## src/rtl/ex_writeback_arbiter_pkg.sv

```systemverilog
// Shared defaults and helpers for the execution writeback arbiter.
package ex_writeback_arbiter_pkg;

  // Default configuration: three channels, two-entry FIFOs, 32-bit results,
  // 64-entry rename register file.
  localparam int EXWB_NUM_CH_DEF = 3;
  localparam int EXWB_DEPTH_DEF  = 2;
  localparam int DATA_LEN_DEF    = 32;
  localparam int RRF_SEL_DEF     = 6;

  // Width of one queued entry: {result, tag, rrf_we, rob_we}.
  function automatic int exwb_entry_w(input int data_len, input int rrf_sel);
    return data_len + rrf_sel + 2;
  endfunction

  // True when v is a nonzero power of two; FIFO pointers rely on natural wrap.
  function automatic bit exwb_is_pow2(input int v);
    return (v > 0) && ((v & (v - 1)) == 0);
  endfunction

endpackage

```

## src/rtl/ex_result_fifo.sv

```systemverilog
// Single-channel result FIFO with synchronous flush; storage is not reset.
module ex_result_fifo
  import ex_writeback_arbiter_pkg::*;
#(
  parameter int DEPTH = EXWB_DEPTH_DEF,
  parameter int W     = 40
) (
  input  logic                       clk_i,
  input  logic                       reset_n_i,
  input  logic                       flush_i,
  input  logic                       push_i,
  input  logic                       pop_i,
  input  logic [W-1:0]               din_i,
  output logic [$clog2(DEPTH):0]     count_o,
  output logic [W-1:0]               head_o
);

  localparam int PW = $clog2(DEPTH);

  logic [W-1:0]  mem [DEPTH];
  logic [PW-1:0] wr_ptr;
  logic [PW-1:0] rd_ptr;
  logic [PW:0]   count;

  // Control state: pointers and count; flush wins over push and pop.
  always_ff @(posedge clk_i or negedge reset_n_i) begin
    if (!reset_n_i) begin
      wr_ptr <= '0;
      rd_ptr <= '0;
      count  <= '0;
    end else if (flush_i) begin
      wr_ptr <= '0;
      rd_ptr <= '0;
      count  <= '0;
    end else begin
      if (push_i) wr_ptr <= wr_ptr + PW'(1);
      if (pop_i)  rd_ptr <= rd_ptr + PW'(1);
      if (push_i && !pop_i)      count <= count + (PW+1)'(1);
      else if (pop_i && !push_i) count <= count - (PW+1)'(1);
    end
  end

  // Data storage: written on accepted push, never reset.
  always_ff @(posedge clk_i) begin
    if (push_i && !flush_i) mem[wr_ptr] <= din_i;
  end

  assign count_o = count;
  assign head_o  = mem[rd_ptr];

endmodule

```

## src/rtl/ex_writeback_arbiter.sv

```systemverilog
// Per-channel result FIFOs drained round-robin onto one ROB/RRF writeback port.
module ex_writeback_arbiter
  import ex_writeback_arbiter_pkg::*;
#(
  parameter int NUM_CH   = EXWB_NUM_CH_DEF,
  parameter int DEPTH    = EXWB_DEPTH_DEF,
  parameter int DATA_LEN = DATA_LEN_DEF,
  parameter int RRF_SEL  = RRF_SEL_DEF,
  parameter int CH_SEL   = $clog2(NUM_CH)
) (
  input  logic                                clk_i,
  input  logic                                reset_n_i,
  input  logic                                flush_i,
  input  logic [NUM_CH-1:0]                   ch_valid_i,
  output logic [NUM_CH-1:0]                   ch_ready_o,
  input  logic [NUM_CH*DATA_LEN-1:0]          ch_result_i,
  input  logic [NUM_CH*RRF_SEL-1:0]           ch_rrf_tag_i,
  input  logic [NUM_CH-1:0]                   ch_rrf_we_i,
  input  logic [NUM_CH-1:0]                   ch_rob_we_i,
  output logic                                wb_valid_o,
  input  logic                                wb_ready_i,
  output logic [DATA_LEN-1:0]                 wb_result_o,
  output logic [RRF_SEL-1:0]                  wb_rrf_tag_o,
  output logic                                wb_rrf_we_o,
  output logic                                wb_rob_we_o,
  output logic [CH_SEL-1:0]                   wb_ch_o,
  output logic [NUM_CH*($clog2(DEPTH)+1)-1:0] occupancy_o
);

  localparam int CW = $clog2(DEPTH) + 1;
  localparam int EW = exwb_entry_w(DATA_LEN, RRF_SEL);

  if (!exwb_is_pow2(DEPTH) || DEPTH < 2) begin : g_depth_check
    $error("ex_writeback_arbiter: DEPTH must be a power of two >= 2");
  end

  logic [CW-1:0]     count [NUM_CH];
  logic [EW-1:0]     head  [NUM_CH];
  logic [NUM_CH-1:0] req;
  logic [NUM_CH-1:0] push;
  logic [NUM_CH-1:0] pop;
  logic [CH_SEL-1:0] rr_ptr;
  logic [CH_SEL-1:0] grant;
  logic              xfer;
  logic [EW-1:0]     wb_entry;

  for (genvar c = 0; c < NUM_CH; c++) begin : g_ch
    assign ch_ready_o[c] = (count[c] != CW'(DEPTH));
    assign req[c]        = (count[c] != '0);
    assign push[c]       = ch_valid_i[c] & ch_ready_o[c];
    assign pop[c]        = xfer & (grant == CH_SEL'(c));
    assign occupancy_o[c*CW +: CW] = count[c];

    ex_result_fifo #(
      .DEPTH (DEPTH),
      .W     (EW)
    ) u_fifo (
      .clk_i     (clk_i),
      .reset_n_i (reset_n_i),
      .flush_i   (flush_i),
      .push_i    (push[c]),
      .pop_i     (pop[c]),
      .din_i     ({ch_result_i[c*DATA_LEN +: DATA_LEN],
                   ch_rrf_tag_i[c*RRF_SEL +: RRF_SEL],
                   ch_rrf_we_i[c], ch_rob_we_i[c]}),
      .count_o   (count[c]),
      .head_o    (head[c])
    );
  end

  // Round-robin grant: first requester at or after rr_ptr, wrapping upward.
  always_comb begin
    int  idx;
    logic found;
    idx   = 0;
    found = 1'b0;
    grant = '0;
    for (int i = 0; i < NUM_CH; i++) begin
      idx = int'(rr_ptr) + i;
      if (idx >= NUM_CH) idx = idx - NUM_CH;
      if (!found && req[idx]) begin
        found = 1'b1;
        grant = CH_SEL'(idx);
      end
    end
  end

  assign wb_valid_o = |req;
  assign xfer       = wb_valid_o & wb_ready_i & ~flush_i;

  // Round-robin pointer: moves past the granted channel only on a transfer.
  always_ff @(posedge clk_i or negedge reset_n_i) begin
    if (!reset_n_i) begin
      rr_ptr <= '0;
    end else if (flush_i) begin
      rr_ptr <= '0;
    end else if (xfer) begin
      rr_ptr <= (grant == CH_SEL'(NUM_CH - 1)) ? '0 : grant + CH_SEL'(1);
    end
  end

  assign wb_entry     = head[grant];
  assign wb_result_o  = wb_entry[EW-1 -: DATA_LEN];
  assign wb_rrf_tag_o = wb_entry[2 +: RRF_SEL];
  assign wb_rrf_we_o  = wb_entry[1] & wb_valid_o;
  assign wb_rob_we_o  = wb_entry[0] & wb_valid_o;
  assign wb_ch_o      = grant;

endmodule
```

## config.mk

```make
export PLATFORM = sky130hd
export DESIGN_NAME = ex_writeback_arbiter
export DESIGN_NICKNAME = d
export VERILOG_FILES = /design/src/rtl/ex_writeback_arbiter_pkg.sv /design/src/rtl/ex_result_fifo.sv /design/src/rtl/ex_writeback_arbiter.sv
export SDC_FILE = /design/constraint.sdc
export NUM_CORES = 1
export LEC_CHECK = 0
export ABC_AREA = 0
export CAP_MARGIN = 20
export CELL_PAD_IN_SITES_DETAIL_PLACEMENT = 0
export CELL_PAD_IN_SITES_GLOBAL_PLACEMENT = 2
export CORE_MARGIN = 1
export CORE_UTILIZATION = 35
export DETAILED_ROUTE_END_ITERATION = 12
export DONT_BUFFER_PORTS = 1
export GPL_TIMING_DRIVEN = 0
export PLACE_DENSITY_LB_ADDON = 0.1
export SYNTH_ARGS = -nofsm -noshare
export SYNTH_HDL_FRONTEND = slang
export SYNTH_SLANG_ARGS = --single-unit
```

## constraint.sdc

```tcl
create_clock -name clk_i -period 11.3 [get_ports clk_i]
set_input_delay 1.695 -clock clk_i [delete_from_list [all_inputs] [get_ports clk_i]]
set_output_delay 1.695 -clock clk_i [all_outputs]
set_load 0.005 [all_outputs]
```

==> results.tsv <==
metric	value	unit
crit_type	reg2out	
slew_headroom	34.1	%
drt-total-wl	25.1	mm
ant_nets	0	
rsz0062_at_grt	no	
post_cts_buffers	0	
root_buffer	clkbuf_16	
ys_types	41	
grt_use_total	16.5	%
globalRouteOverflowTotal	0	
wire_per_inst	22.1	µm
finalSetupTns	0	ps
critPathRequiredTime	9610	ps
yosysWarnings	0	
clock.fmax	0.201	GHz
routabilityCongestion	0.812	
setup_viol	0	
port_buffers	0	
final_util	41.8	%
p_switching	956	µW
p_comb_share	30.1	%
grt_pass1_vias	5841	
seq_power_share	39.3	%
worstSetupEndpointType	primary output	
min_period	4970	ps
swShare	32.4	%
status	finished, final reports clean	
synth_top_cell_by_area	edfxtp_1	
p_leak	3.95	nW
fin_crit_sh	43.9	%
final_nets	858	
clock_skew	13.3	ps
syn_area_per_cell	15.4	µm²
synth-async-reset-ratio	5.51	%
fin_cells	1133	
cts_sinks	254	
ys_seq_elements	254	
synthCells	674	
hpwlAfterDp	18.1	mm
drt_iter0_drc	213	
vias	5546	
grt_max_degree	15	
powerDensity	244	nW/µm²
tightest_slew	989	ps
yosysTopAreaCellShare	69.3	%
critPathLaunchType	flip-flop	
ios	179	
rows	62	
yosys_most_used_dff	edfxtp_1	
syn_to_final_growth	16.4	%
fin_total_pwr	2.95	mW
synth_nets	804	
cts_hold_buffers	0	
finalMaxSlewViolations	0	
synth_area	10400	µm²
cts-htree-levels	1	
cap_violations	0	
synthTopCellsByArea	edfxtp_1, mux2i_1, a31o_1, dfrtp_1, nand2_1	
clockBufferDepth	3	
cp_data_arrival_time	3270	ps
hold_viol_final	0	
p_int	2.00	mW
cts_tree	yes	
diodes	0	
regArea	7560	µm²
dpl-instance-area	11200	µm²
layout-drive-gt1-share	11.6	%
dp.cells	1082	
cts_buffers	28	
multi_input_area	2680	µm²
grt_pass1_wl	36.9	mm
path_max_fanout	10	
first_pass_iters	4	
irDropWorstVdd	0.000133	V
dieArea	30400	µm²
antenna_found_initial	0	
start_util	35.9	%
min_path_type	reg2reg	
seq_area_frac_synth	72.7	%
clk_pin_slew_worst_paths	50	ps
drc_errors	0	
synth-edff-count	240	
final_cell_area	12100	µm²
die_h	174	µm
coreArea	28900	µm²
p_clk_share	30.6	%
die_x	174	µm
fill_cells	2638	
via_per_inst	4.89	
clk_latency	540	ps
cts_resized	0	
per-stage QoR:
step / worst slack [ps] / hold slack, ps
after global routing: 6110 / 615
final: 6330 / 578
after detailed placement: 6840 / 564
after floorplan: 5930 / 519
after CTS: 6240 / 580
after global placement: 2890 / 537
synthesized netlist by cell type (2+ instances only):
master    number
nor3b_1        5
a31o_1        40
nand3_1        2
mux2i_1      125
a222oi_1       2
nor3_1         6
nand2b_1       4
inv_1          7
a21oi_1        6
ha_1           3
xor2_1         6
clkbuf_1      26
a22oi_1        2
edfxtp_1     240
dfrtp_1       14
nor3_2         2
xnor2_1        2
nand2_1       85
or2_1          3
o31ai_1        3
o21ai_0        3
buf_2          9
nor2b_1        6
nor2_1        56
worst paths after layout:
check                                            from                   endpoint  slack [ps]  cells past startpoint
worst max-delay path                        rr_ptr[0]            wb_result_o[28]        6330                      9
worst min-delay path            g_ch[2].u_fifo.wr_ptr      g_ch[2].u_fifo.wr_ptr         580                      2
worst max register to register              rr_ptr[0]      g_ch[1].u_fifo.rd_ptr        8520                      9
worst min register to register  g_ch[2].u_fifo.wr_ptr      g_ch[2].u_fifo.wr_ptr         580                      2
max in group asynchronous                   reset_n_i  g_ch[2].u_fifo.count_o[1]       10380                      0
min in group asynchronous                   reset_n_i      g_ch[0].u_fifo.wr_ptr         840                      0
cell families after synthesis:
| group | count (synthesis) | synth area share, % |
|---|---|---|
| DFF | 254 | 72.7 |
| buffers and inverters | 44 | 1.77 |
| and+or+nand+nor | 175 | 7.37 |
| muxes | 126 | 12.1 |
| adders and majority gates | 3 | 0.361 |
| AOI/OAI and AO/OA | 64 | 4.98 |
| xor gates and xnor gates | 8 | 0.674 |
sequential cells by signal, indices dropped and copies added (netlist names):
name and count:
rr_ptr 2, g_ch.u_fifo.mem 240, g_ch.u_fifo.wr_ptr 3, g_ch.u_fifo.rd_ptr 3
g_ch.u_fifo.count_o 6
layer usage:
layer	share of wire, %	wire, µm	track usage (%)
met1	41	10400	20.7
met2	47	11800	27.1
met3	9.9	2470	5.91
met4	1.5	374	3.73
met5	0	0	0
critical path: stages, from the launching register on:
cell      delay [ps]
dfrtp_1          370
inv_1             70
ha_1             370
nor2b_1          170
a222oi_1         520
nor3b_2          140
nor2_2           360
buf_2            350
nand2_1          100
a31o_1           270
final cells by class:
type / count / share of cell area [%]
clock buffer: 32 / 5.91
timing repair buffer: 24 / 2.33
clock inverter: 19 / 1.65
buffer: 37 / 1.30
sequential: 254 / 62.4
multi-input combinational: 376 / 22.2
inverter: 7 / 0.217
tap: 384 / 3.97
power by group through the flow:
stage                     combinational, mW  sequential (mW)  clock [mW]
after floorplan                       0.613             1.18           0
after global placement                0.882             1.19           0
after detailed placement              0.912             1.18           0
after CTS                             0.917             1.16       0.925
after global routing                  0.978             1.17       0.962
final                                 0.889             1.16       0.903
placed cells by master (no fill, tap or decap), drive strengths merged, types with 2 or more instances in the layout:
cell type and count:
edfxtp 240, a21oi 6, ha 3, xnor2 2
nor2 57, dfrtp 14, bufinv 4, clkbuf 58
mux2i 125, a222oi 2, o21ai 3, nand3 2
or2 4, a31o 40, xor2 6, nor3b 6
nor2b 6, a22oi 2, clkinv 14, inv 7
nor3 8, buf 35, o31ai 3, nand2 85
nand2b 4
Note: power is estimated with default switching activity, not from simulation.
